File: src/rtl/seg_disp_pkg.sv
// Shared constants and helpers for the time-multiplexed seven-segment display.
// Segment patterns are active-low, ordered {a,b,c,d,e,f,g} with a as the MSB.
package seg_disp_pkg;

    localparam logic [6:0] SEG_BLANK = 7'h7F;
    localparam logic [6:0] SEG_DASH  = 7'b1111110;

    localparam logic [6:0] SEG_DIGIT [0:9] = '{
        7'b0000001,  // 0
        7'b1001111,  // 1
        7'b0010010,  // 2
        7'b0000110,  // 3
        7'b1001100,  // 4
        7'b0100100,  // 5
        7'b0100000,  // 6
        7'b0001111,  // 7
        7'b0000000,  // 8
        7'b0000100   // 9
    };

    // Returns {pm, hour_bcd_12h}; only meaningful for a valid 24h BCD hour.
    function automatic logic [8:0] hour24_to_12(input logic [7:0] bcd);
        logic [7:0] bin;
        logic [7:0] h12;
        logic [8:0] result;
        bin = ({4'd0, bcd[7:4]} * 8'd10) + {4'd0, bcd[3:0]};
        h12 = bin - 8'd12;
        if (bin == 8'd0) begin
            result = {1'b0, 8'h12};
        end else if (bin < 8'd12) begin
            result = {1'b0, bcd};
        end else if (bin == 8'd12) begin
            result = {1'b1, 8'h12};
        end else if (h12 >= 8'd10) begin
            result = {1'b1, 4'd1, h12[3:0] - 4'd10};
        end else begin
            result = {1'b1, 4'd0, h12[3:0]};
        end
        return result;
    endfunction

    function automatic logic bcd_valid(input logic [7:0] bcd, input logic [7:0] max);
        return (bcd[7:4] <= 4'd9) && (bcd[3:0] <= 4'd9) && (bcd <= max);
    endfunction

endpackage

File: src/rtl/seg7_bcd_digit.sv
// Combinational BCD to seven-segment decoder with blanking.
// Codes above 9 decode to a dash, which the top uses to flag invalid frames.
module seg7_bcd_digit
    import seg_disp_pkg::*;
(
    input  logic [3:0] i_bcd,
    input  logic       i_blank,
    output logic [6:0] o_seg
);

    always_comb begin
        o_seg = SEG_DASH;
        if (i_blank) begin
            o_seg = SEG_BLANK;
        end else if (i_bcd <= 4'd9) begin
            o_seg = SEG_DIGIT[i_bcd];
        end
    end

endmodule

File: src/rtl/seg_time_display_scan.sv
// Scanned common-anode HH:MM / HH:MM:SS driver with 12h conversion, blinking,
// invalid-input dashes and ghost suppression. Outputs are registered.
module seg_time_display_scan
    import seg_disp_pkg::*;
#(
    parameter int NUM_DIGITS   = 4,
    parameter int REFRESH_DIV  = 100000,
    parameter int GHOST_CYCLES = 2,
    parameter int BLINK_DIV    = 250
) (
    input  logic                  clk,
    input  logic                  rst,
    input  logic [7:0]            hour_bcd,
    input  logic [7:0]            min_bcd,
    input  logic [7:0]            sec_bcd,
    input  logic                  mode_12h,
    input  logic                  blink_en,
    input  logic [NUM_DIGITS-1:0] blink_mask,
    output logic [6:0]            seg,
    output logic                  dp,
    output logic [NUM_DIGITS-1:0] an,
    output logic                  pm
);

    localparam int PW     = (REFRESH_DIV > 1) ? $clog2(REFRESH_DIV) : 1;
    localparam int DW     = $clog2(NUM_DIGITS);
    localparam int FW     = (BLINK_DIV > 1) ? $clog2(BLINK_DIV) : 1;
    localparam int HT_IDX = NUM_DIGITS - 1;
    localparam int HO_IDX = NUM_DIGITS - 2;
    localparam int MO_IDX = (NUM_DIGITS == 6) ? 2 : 0;

    logic [PW-1:0]           r_prescaler;
    logic [DW-1:0]           r_digit_idx;
    logic [FW-1:0]           r_frame_cnt;
    logic                    r_blink_phase;
    logic [7:0]              r_hour;
    logic [7:0]              r_min;
    logic [7:0]              r_sec;
    logic                    r_mode_12h;
    logic [6:0]              r_seg;
    logic                    r_dp;
    logic [NUM_DIGITS-1:0]   r_an;
    logic                    r_pm;

    logic                    w_tick;
    logic                    w_wrap;
    logic [NUM_DIGITS-1:0]   w_onehot;
    logic [8:0]              w_conv;
    logic [7:0]              w_hour_disp;
    logic [4*NUM_DIGITS-1:0] w_digit_vec;
    logic                    w_sec_ok;
    logic                    w_valid;
    logic                    w_pm;
    logic [3:0]              w_nib;
    logic                    w_blink_blank;
    logic                    w_lead_blank;
    logic [3:0]              w_dec_bcd;
    logic                    w_dec_blank;
    logic [6:0]              w_seg;
    logic                    w_dp_low;
    logic [NUM_DIGITS-1:0]   w_an_next;

    assign w_tick = (r_prescaler == PW'(REFRESH_DIV - 1));
    assign w_wrap = w_tick && (r_digit_idx == DW'(NUM_DIGITS - 1));

    for (genvar gi = 0; gi < NUM_DIGITS; gi++) begin : g_onehot
        assign w_onehot[gi] = (r_digit_idx == DW'(gi));
    end

    assign w_conv      = hour24_to_12(r_hour);
    assign w_hour_disp = r_mode_12h ? w_conv[7:0] : r_hour;

    if (NUM_DIGITS == 6) begin : g_six
        assign w_digit_vec = {w_hour_disp, r_min, r_sec};
        assign w_sec_ok    = bcd_valid(r_sec, 8'h59);
    end else begin : g_four
        logic [7:0] w_unused_sec;
        assign w_unused_sec = r_sec;
        assign w_digit_vec  = {w_hour_disp, r_min};
        assign w_sec_ok     = 1'b1;
    end

    assign w_valid = bcd_valid(r_hour, 8'h23) && bcd_valid(r_min, 8'h59) && w_sec_ok;
    assign w_pm    = w_valid && r_mode_12h && w_conv[8];

    always_comb begin
        w_nib = 4'd0;
        for (int i = 0; i < NUM_DIGITS; i++) begin
            if (w_onehot[i]) begin
                w_nib = w_digit_vec[4*i +: 4];
            end
        end
    end

    assign w_blink_blank = blink_en && r_blink_phase && (|(blink_mask & w_onehot));
    assign w_lead_blank  = r_mode_12h && w_onehot[HT_IDX] && (w_hour_disp[7:4] == 4'd0);

    // Invalid frames feed a non-BCD code so the decoder produces the dash.
    assign w_dec_bcd   = w_valid ? w_nib : 4'hF;
    assign w_dec_blank = w_blink_blank || (w_valid && w_lead_blank);

    seg7_bcd_digit u_digit (
        .i_bcd   (w_dec_bcd),
        .i_blank (w_dec_blank),
        .o_seg   (w_seg)
    );

    assign w_dp_low = w_valid && !w_blink_blank &&
                      (w_onehot[HO_IDX] ||
                       ((NUM_DIGITS == 6) && w_onehot[MO_IDX]) ||
                       (w_pm && w_onehot[0]));

    assign w_an_next = (r_prescaler < PW'(GHOST_CYCLES)) ? '1 : ~w_onehot;

    always_ff @(posedge clk) begin
        if (rst) begin
            r_prescaler   <= '0;
            r_digit_idx   <= '0;
            r_frame_cnt   <= '0;
            r_blink_phase <= 1'b0;
            r_hour        <= '0;
            r_min         <= '0;
            r_sec         <= '0;
            r_mode_12h    <= 1'b0;
            r_seg         <= SEG_BLANK;
            r_dp          <= 1'b1;
            r_an          <= '1;
            r_pm          <= 1'b0;
        end else begin
            r_prescaler <= w_tick ? '0 : r_prescaler + PW'(1);
            if (w_tick) begin
                r_digit_idx <= w_wrap ? '0 : r_digit_idx + DW'(1);
            end
            // Whole-frame capture at the wrap keeps a frame from tearing.
            if (w_wrap) begin
                r_hour     <= hour_bcd;
                r_min      <= min_bcd;
                r_sec      <= sec_bcd;
                r_mode_12h <= mode_12h;
                if (r_frame_cnt == FW'(BLINK_DIV - 1)) begin
                    r_frame_cnt   <= '0;
                    r_blink_phase <= ~r_blink_phase;
                end else begin
                    r_frame_cnt <= r_frame_cnt + FW'(1);
                end
            end
            r_seg <= w_seg;
            r_dp  <= !w_dp_low;
            r_an  <= w_an_next;
            r_pm  <= w_pm;
        end
    end

    assign seg = r_seg;
    assign dp  = r_dp;
    assign an  = r_an;
    assign pm  = r_pm;

endmodule
File: config.mk
export PLATFORM = sky130hd
export DESIGN_NAME = seg_time_display_scan
export DESIGN_NICKNAME = d
export VERILOG_FILES = /design/src/rtl/seg_disp_pkg.sv /design/src/rtl/seg7_bcd_digit.sv /design/src/rtl/seg_time_display_scan.sv
export SDC_FILE = /design/constraint.sdc
export NUM_CORES = 1
export LEC_CHECK = 0
export BUFFER_PORTS_ARGS = -buffer_cell sky130_fd_sc_hd__clkbuf_2
export CAP_MARGIN = 25
export CORE_MARGIN = 3
export CORE_UTILIZATION = 58
export CTS_CLUSTER_DIAMETER = 200
export DETAILED_ROUTE_END_ITERATION = 8
export PLACE_DENSITY_LB_ADDON = 0.08
export SLEW_MARGIN = 15
export SYNTH_ARGS = -nofsm -noshare
export SYNTH_HDL_FRONTEND = slang
export SYNTH_SLANG_ARGS = --single-unit
File: constraint.sdc
create_clock -name clk -period 4.9 [get_ports clk]
set_input_delay 0.98 -clock clk [delete_from_list [all_inputs] [get_ports clk]]
set_output_delay 0.98 -clock clk [all_outputs]
set_load 0.005 [all_outputs]
-- Word level (Yosys, flattened, before mapping)
Memory sizes are Yosys's and may differ from the RTL's.
Index checks and enable logic that the tools add are counted.
- register bits after elaboration: 58
- bits in read-only memories: 112
- logic and storage cells: 86
- memories: 1
- add/sub/neg operators: 6
- $mul: 1
- $lt $le $gt $ge: 11
- equal/unequal tests: 6
- muxes and demuxes: 15
- bitwise operators: 5
- reduce and logical (&&, ||, !) cells: 29
- memory list (name ; depth ; width ; rd ports ; clocked after memory_dff ; write ports ; line ; source):
    (name not given) ; 16 ; 7 ; 1 ; 0 ; 0 ; seg7_bcd_digit.sv:16 ; o_seg = SEG_DIGIT[i_bcd];
- operator list (cell ; number):
    4-bit <= comparator (second input constant) ; 5
    4-bit two-way mux ; 5
    9-bit two-way mux ; 2
    17-bit by 1-bit adder with 17-bit output (second input constant) ; 1
    17-bit equality test (second input constant) ; 1
    17-bit by 2-bit < comparator with 1-bit output (second input constant) ; 1
    1-bit logical AND ; 16
    8-bit two-way mux ; 2
    7-bit two-way mux ; 2
    5-bit two-way mux ; 2
    8-bit by 1-bit adder with 8-bit output (second input constant) ; 1
    8-bit by 4-bit adder with 8-bit output ; 1
    8-bit by 4-bit equality test with 1-bit output (second input constant) ; 1
    8-bit equality test (second input constant) ; 1
    8-bit by 4-bit >= comparator with 1-bit output (second input constant) ; 1
    8-bit by 6-bit <= comparator with 1-bit output (second input constant) ; 1
    8-bit by 7-bit <= comparator with 1-bit output (second input constant) ; 1
    8-bit logical NOT ; 1
    8-bit by 4-bit < comparator with 1-bit output (second input constant) ; 1
    8-bit by 4-bit subtractor with 8-bit output (second input constant) ; 1
    4-bit by 3-bit multiplier with 7-bit output (second input constant) ; 1
    2-bit OR reduction ; 3
    5-bit >= comparator (second input constant) ; 1
    4-bit NOT with 5-bit output ; 1
    16 further kinds ; 20

-- Depth between registers and ports, before layout
- depth after elaboration: 17
- mapped depth: 17

-- Hierarchy
Synthesis repeated with hierarchy kept, for this count alone.
- cells, all modules: 417
- area total of the unflattened synthesis: 3428.3 µm²
- by module, submodules not included (module ; instances ; cells each ; area each (µm²) ; seq. area each (µm²)):
    seg_time_display_scan ; 1 ; 385 ; 3199.3 ; 1161.1
    seg7_bcd_digit ; 1 ; 32 ; 229.0 ; 0.0

-- Worst setup path before layout
Ideal clock, no wire load.
- path type: reg2reg
- start point: register r_hour[7]
- end point: register r_seg[3] (netlist: seg[3])
- setup time: 0.140 ns
- arrival: 3.727 ns
- data required time: 4.760 ns
- slack: 1.033 ns
- cell stages (with the launch flop): 16
- path buffers: 0
- clock period less this slack: 3.867 ns
- cells stage by stage: dfxtp_1 -> ha_1 -> ha_1 -> fa_1 -> nand2_1 -> a21o_1 -> or3_1 -> a31oi_1 -> a21oi_1 -> o31ai_1 -> a21o_1 -> and2_1 -> ha_1 -> o2111ai_1 -> a21oi_1 -> o21ai_0
- word-level cells in the longest chain between the ends: 16
- elaborated cells between the ends (all ways): 31
- those cells by class: 2 x add/sub; 1 x mul; 5 x order compare; 1 x eq/ne; 10 x mux; 2 x bitwise; 9 x reduce/logical; 1 x memory
- RTL lines (element ; line ; source):
    from (decl) ; seg_time_display_scan.sv:36 ; logic [7:0] r_hour;
    from (signal assigned) ; seg_time_display_scan.sv:136 ; r_hour <= hour_bcd;
    4-bit by 3-bit multiplier with 7-bit output ; seg_disp_pkg.sv:26 ; bin = ({4'd0, bcd[7:4]} * 8'd10) + {4'd0, bcd[3:0]};
    8-bit by 4-bit adder with 8-bit output ; seg_disp_pkg.sv:26 ;
    8-bit by 4-bit subtractor with 8-bit output ; seg_disp_pkg.sv:27 ; h12 = bin - 8'd12;
    8-bit by 4-bit >= comparator with 1-bit output ; seg_disp_pkg.sv:34 ; end else if (h12 >= 8'd10) begin
    5-bit two-way mux ; seg_disp_pkg.sv:34 ;
    5-bit two-way mux ; seg_disp_pkg.sv:32 ; end else if (bin == 8'd12) begin
    9-bit two-way mux ; seg_disp_pkg.sv:30 ; end else if (bin < 8'd12) begin
    9-bit two-way mux ; seg_disp_pkg.sv:28 ; if (bin == 8'd0) begin
    8-bit two-way mux ; seg_time_display_scan.sv:71 ; assign w_hour_disp = r_mode_12h ? w_conv[7:0] : r_hour;
    4-bit two-way mux (2 in series) ; seg_time_display_scan.sv:89 ; if (w_onehot[i]) begin
    4-bit two-way mux ; seg_time_display_scan.sv:99 ; assign w_dec_bcd = w_valid ? w_nib : 4'hF;
    4-bit NOT with 5-bit output (implied by the code) ; seg7_bcd_digit.sv:16 ;
    memory read 16 x 7 bit ; n/a ;
    7-bit two-way mux (implied by the code) (2 in series) ; seg7_bcd_digit.sv:16 ;
    to (signal assigned) ; seg_time_display_scan.sv:147 ; r_seg <= w_seg;
    to (decl) ; seg_time_display_scan.sv:40 ; logic [6:0] r_seg;
Parallel ways exist; a longest one is shown, timed or not. The select of a mux whose other input is x is not followed.
A chain may end at the register's enable or synchronous reset.

-- Final worst setup path
- start point: register r_hour[5]
- end point: register r_seg[5] (netlist: seg[5])
- word-level cells in the longest chain between the ends: 16
- elaborated cells between the ends (all ways): 32
- those cells by class: 3 x add/sub; 1 x mul; 5 x order compare; 1 x eq/ne; 10 x mux; 2 x bitwise; 9 x reduce/logical; 1 x memory
- RTL lines (element ; line):
    4-bit by 3-bit multiplier with 7-bit output ; seg_disp_pkg.sv:26
    8-bit by 4-bit adder with 8-bit output ; seg_disp_pkg.sv:26
    8-bit by 4-bit subtractor with 8-bit output ; seg_disp_pkg.sv:27
    8-bit by 4-bit >= comparator with 1-bit output / 4-bit subtractor (equally long branches) ; seg_disp_pkg.sv:34, seg_disp_pkg.sv:35
    5-bit two-way mux ; seg_disp_pkg.sv:34
    5-bit two-way mux ; seg_disp_pkg.sv:32
    9-bit two-way mux ; seg_disp_pkg.sv:30
    9-bit two-way mux ; seg_disp_pkg.sv:28
    8-bit two-way mux ; seg_time_display_scan.sv:71
    4-bit two-way mux (2 in series) ; seg_time_display_scan.sv:89
    4-bit two-way mux ; seg_time_display_scan.sv:99
    4-bit NOT with 5-bit output (implied by the code) ; seg7_bcd_digit.sv:16
    memory read 16 x 7 bit ; n/a
    7-bit two-way mux (implied by the code) (2 in series) ; seg7_bcd_digit.sv:16
Parallel ways exist; a longest one is shown, timed or not. The select of a mux whose other input is x is not followed.

==> summary.md <==
The flow ran to the end, and the final reports show no timing, DRC or antenna violations. For this block, the routed nets add up to 6860 microns of wire. For the remaining max-slew budget at the tightest pin, the log shows 0.414. The run gives 0.621 as the effective utilization at floorplan.

Yosys instantiated no cell more often than sky130_fd_sc_hd__nand2_1. The worst hold path belongs to the class reg2reg. Start-to-end type of the worst setup path: reg2reg. The worst path needs 4390 ps of the cycle, external delays included. The post-synthesis cell type count came out at 62. The tools report the data arrival time of the worst path as 4580 ps. The number of global-route vias before repair was 2582. The final non-filler cell area came out at 3710 sq um. The routability congestion estimate from global placement was 0.922; the count of vias placed by the detailed router was 2825. The first global-routing pass estimated 11800 microns of wire.

The total area inside the core boundary comes to 5300 sq um. The run gives 0.232 as the total routing resource utilization after global routing. For the pin with the worst max-slew slack, the measured transition is 879 ps. Setup violations remaining at the end of the flow were counted as 0. Entering global routing, the biggest net connects 26 pins. The fraction of layout instances using a drive strength above 1 is 0.152.

The logs give 8.05 ps for the largest clock skew in the final design and 2 for the buffer levels on the longest clock path. A synthesized cell averages 8.30 sq um. Detailed placement ended at an HPWL of 5110 microns. The logs give 512 ps for the post-route worst setup slack and 58 for the number of sinks on the clock net. The depth of the CTS H-tree was 3. The logs give 397 for the gate count of the mapped netlist and 0 for the initial antenna violation count. TritonCTS built the clock tree. The number of endpoints with negative hold slack in the final report is 0. Ranked by instance count, the synthesized netlist is headed by sky130_fd_sc_hd__nand2_1 (65), sky130_fd_sc_hd__dfxtp_1 (58), sky130_fd_sc_hd__a21oi_1 (37), sky130_fd_sc_hd__nor2_1 (34), sky130_fd_sc_hd__ha_1 (25). Kind of cell adding the most delay to the critical path: compound AO/OA/AOI/OAI gates. Yosys mapped a number of flops with a built-in enable equal to 0. The logs give 5090 ps for the critical path required time and 539 ps for the placement-stage worst setup slack. The repair_antennas step left the layout with diodes totalling 0. Max-cap violations in this run came to 0. The buffer type at the clock tree root is sky130_fd_sc_hd__clkbuf_8.

Summed over all cells, the static leakage comes to 1.47 nW. Clock-pin slew was measured on the worst setup and hold paths at 70 ps. Counting every net in the synthesized netlist gives 456.

Async set-or-reset flop fraction in the synthesized netlist: 0. Of all cell types, the one taking the most synthesized area is sky130_fd_sc_hd__dfxtp_1. During I/O placement, the number of pins put on the boundary was 45. The run gives 3290 sq um as the cell area after synthesis. The buffer and inverter count on the worst path is 0, and the total number of yosys warnings is 0. In this design, the stage delay of the slowest critical-path cell is 600 ps. The post-detailed-route DRC marker count is 0. The tools report the max-slew violation count as 0. STA classifies the critical path endpoint as a flip-flop. The floorplan step set the die height to 81.4 microns.

In this run, placement finished with an instance count of 488. Setup repair after global routing left no endpoint under its margin. The floorplan has 26 rows. The maximum VDD drop is 0.208 mV. In this run, post-CTS repair resized a total of 0 instances.

The primary flip-flop cell chosen by synthesis mapping was sky130_fd_sc_hd__dfxtp_1. The total congestion overflow after global routing is 0. The number of synthesized register bits was 58.

STA classifies the critical path startpoint as a flip-flop. The synthesis-to-layout area growth came out at 12.7%. The first TritonRoute pass finished after 4 iterations. Input and output buffers added on the ports amount to 36. The share of the synthesized area in the top cell type is 0.352. Fill cells in the final layout number 450. For the worst-skew pair, the clock arrives at the later sink with an insertion delay of 340 ps. The final layout contains 488 nets. The logs give 0.352 for the sequential-to-total area share from yosys stat and 0 for the post-CTS setup buffer count.

The largest individual stage delay along the critical path comes from the cell sky130_fd_sc_hd__fa_1. The horizontal extent of the die is 81.4 microns, and the fmax is 228 MHz. The die covers 6620 sq um.

Most frequent cell on the critical path: sky130_fd_sc_hd__ha_1. Dividing the detail-routed via count by the number of cells gives 5.61. Setup total negative slack on the finished layout was measured at 0 ps. Ranked by total cell area, the synthesized netlist is headed by sky130_fd_sc_hd__dfxtp_1 (35%), sky130_fd_sc_hd__ha_1 (9.5%), sky130_fd_sc_hd__nand2_1 (7.4%). The number of clock buffers added by TritonCTS is 9.

After the flow finishes, the layout carries non-filler instances totaling 504. The run gives 468 ps as the worst hold margin. The number of buffers inserted for hold repair after clock tree synthesis came out at 0.

Traced cell by cell, the critical path runs through ha_1 > ha_1 > fa_1 > nand2_1 > a21o_1 > or3_1 > a31oi_1 > a21oi_1 > o31ai_1 > a21o_1 > and2_1 > ha_1 > o2111ai_1 > a21oi_1 > o21ai_0. The portion of the clock cycle consumed by the worst path in the final layout was 0.896; the number of antenna-violating nets in the routed design was 0. Along the worst path, the maximum fanout reaches 7.

For the number of DRC markers after the initial detailed-route iteration, the log shows 148. Summing all placed instances gives a cell area of 3490 sq um. Dividing the detail-routed wire length by the instance count gives 13.6 microns. For this design the ratio of total power to cell area is 268 nW/um^2.
-- logic make-up after synthesis --
kind of cell	share of synthesized area
AO/OA/AOI/OAI	0.201
multiplexers	0.00912
XOR/XNOR	0.0611
AND/OR/NAND/NOR	0.228
flip-flops	0.352
adder cells (fa/ha/maj)	0.107
buffers and inverters	0.0414
-- metal layers --
layer	part of all wire	up-vias	global-route usage
li1	-	1467	-
met1	0.50	1264	0.331
met2	0.43	86	0.333
met3	0.063	8	0.0599
met4	0.0095	0	0.0845
met5	0	-	0
-- per-stage QoR --
stage | total power [W] | util
after floorplan | 0.000505 | -
after global placement | 0.000521 | 0.659
after detailed placement | 0.000521 | 0.659
after CTS | 0.00101 | 0.700
after global routing | 0.00103 | 0.700
final | 0.000994 | 0.700
-- cell type report --
type,count,area (sq um),share of cell area
Multi-Input combinational cell,307,2000,0.538
Inverter,16,60.1,0.0162
Sequential cell,58,1160,0.313
Clock inverter,5,77.6,0.0209
Tap cell,70,87.6,0.0236
Timing Repair Buffer,37,188,0.0506
Clock buffer,11,141,0.0381
-- registers in the layout (all words and copies together), names as in the netlist --
name,cells
r_prescaler,17
r_frame_cnt,8
r_hour,8
r_min,8
seg,7
an,4
r_digit_idx,2
dp,1
pm,1
r_blink_phase,1
r_mode_12h,1
-- worst paths after layout --
check,from,endpoint,slack (ps),cells after the start
min,r_prescaler[0],r_prescaler[0],470,1
min reg2reg,r_prescaler[0],r_prescaler[0],470,1
max,r_hour[5],seg[5],510,15
max reg2reg,r_hour[5],seg[5],510,15
-- placed cells by master, fill, tap and decap left out, types with 2 or more instances in the layout --
cell type                    n
sky130_fd_sc_hd__nand2b_1    2
sky130_fd_sc_hd__ha_1       25
sky130_fd_sc_hd__o211ai_1    5
sky130_fd_sc_hd__bufinv_16   2
sky130_fd_sc_hd__nor2_1     34
sky130_fd_sc_hd__nand2_1    65
sky130_fd_sc_hd__clkbuf_2   36
sky130_fd_sc_hd__mux2i_1     3
sky130_fd_sc_hd__nor3_1      8
sky130_fd_sc_hd__clkbuf_8   10
sky130_fd_sc_hd__a31oi_1     3
sky130_fd_sc_hd__o31ai_1     2
sky130_fd_sc_hd__nand3_1    10
sky130_fd_sc_hd__nand3b_1    3
sky130_fd_sc_hd__o21ai_0    11
sky130_fd_sc_hd__clkinv_2    2
sky130_fd_sc_hd__and4_1      3
sky130_fd_sc_hd__a2111o_1    2
sky130_fd_sc_hd__nor4_1      3
sky130_fd_sc_hd__a22oi_1     4
sky130_fd_sc_hd__a211oi_1    3
sky130_fd_sc_hd__or2_2       4
sky130_fd_sc_hd__fa_1        2
sky130_fd_sc_hd__a21o_1      6
sky130_fd_sc_hd__a21oi_1    37
sky130_fd_sc_hd__or3_1       6
sky130_fd_sc_hd__inv_1      15
sky130_fd_sc_hd__dfxtp_1    58
sky130_fd_sc_hd__nand4_1     5
sky130_fd_sc_hd__xnor2_1    10
sky130_fd_sc_hd__and3_1      4
sky130_fd_sc_hd__o2111ai_1   2
sky130_fd_sc_hd__and2_1      2
sky130_fd_sc_hd__xor2_1     13
sky130_fd_sc_hd__o311ai_1    2
sky130_fd_sc_hd__a311oi_1    2
-- power breakdown --
group / switching [W] / total [W] / leakage [nW] / internal, W
combinational: 0.0000162 / 0.0000302 / 0.891 / 0.0000140
sequential: 0.00000363 / 0.000481 / 0.470 / 0.000477
clock: 0.000185 / 0.000483 / 0.109 / 0.000298
Power figures use the tool's default switching activity.
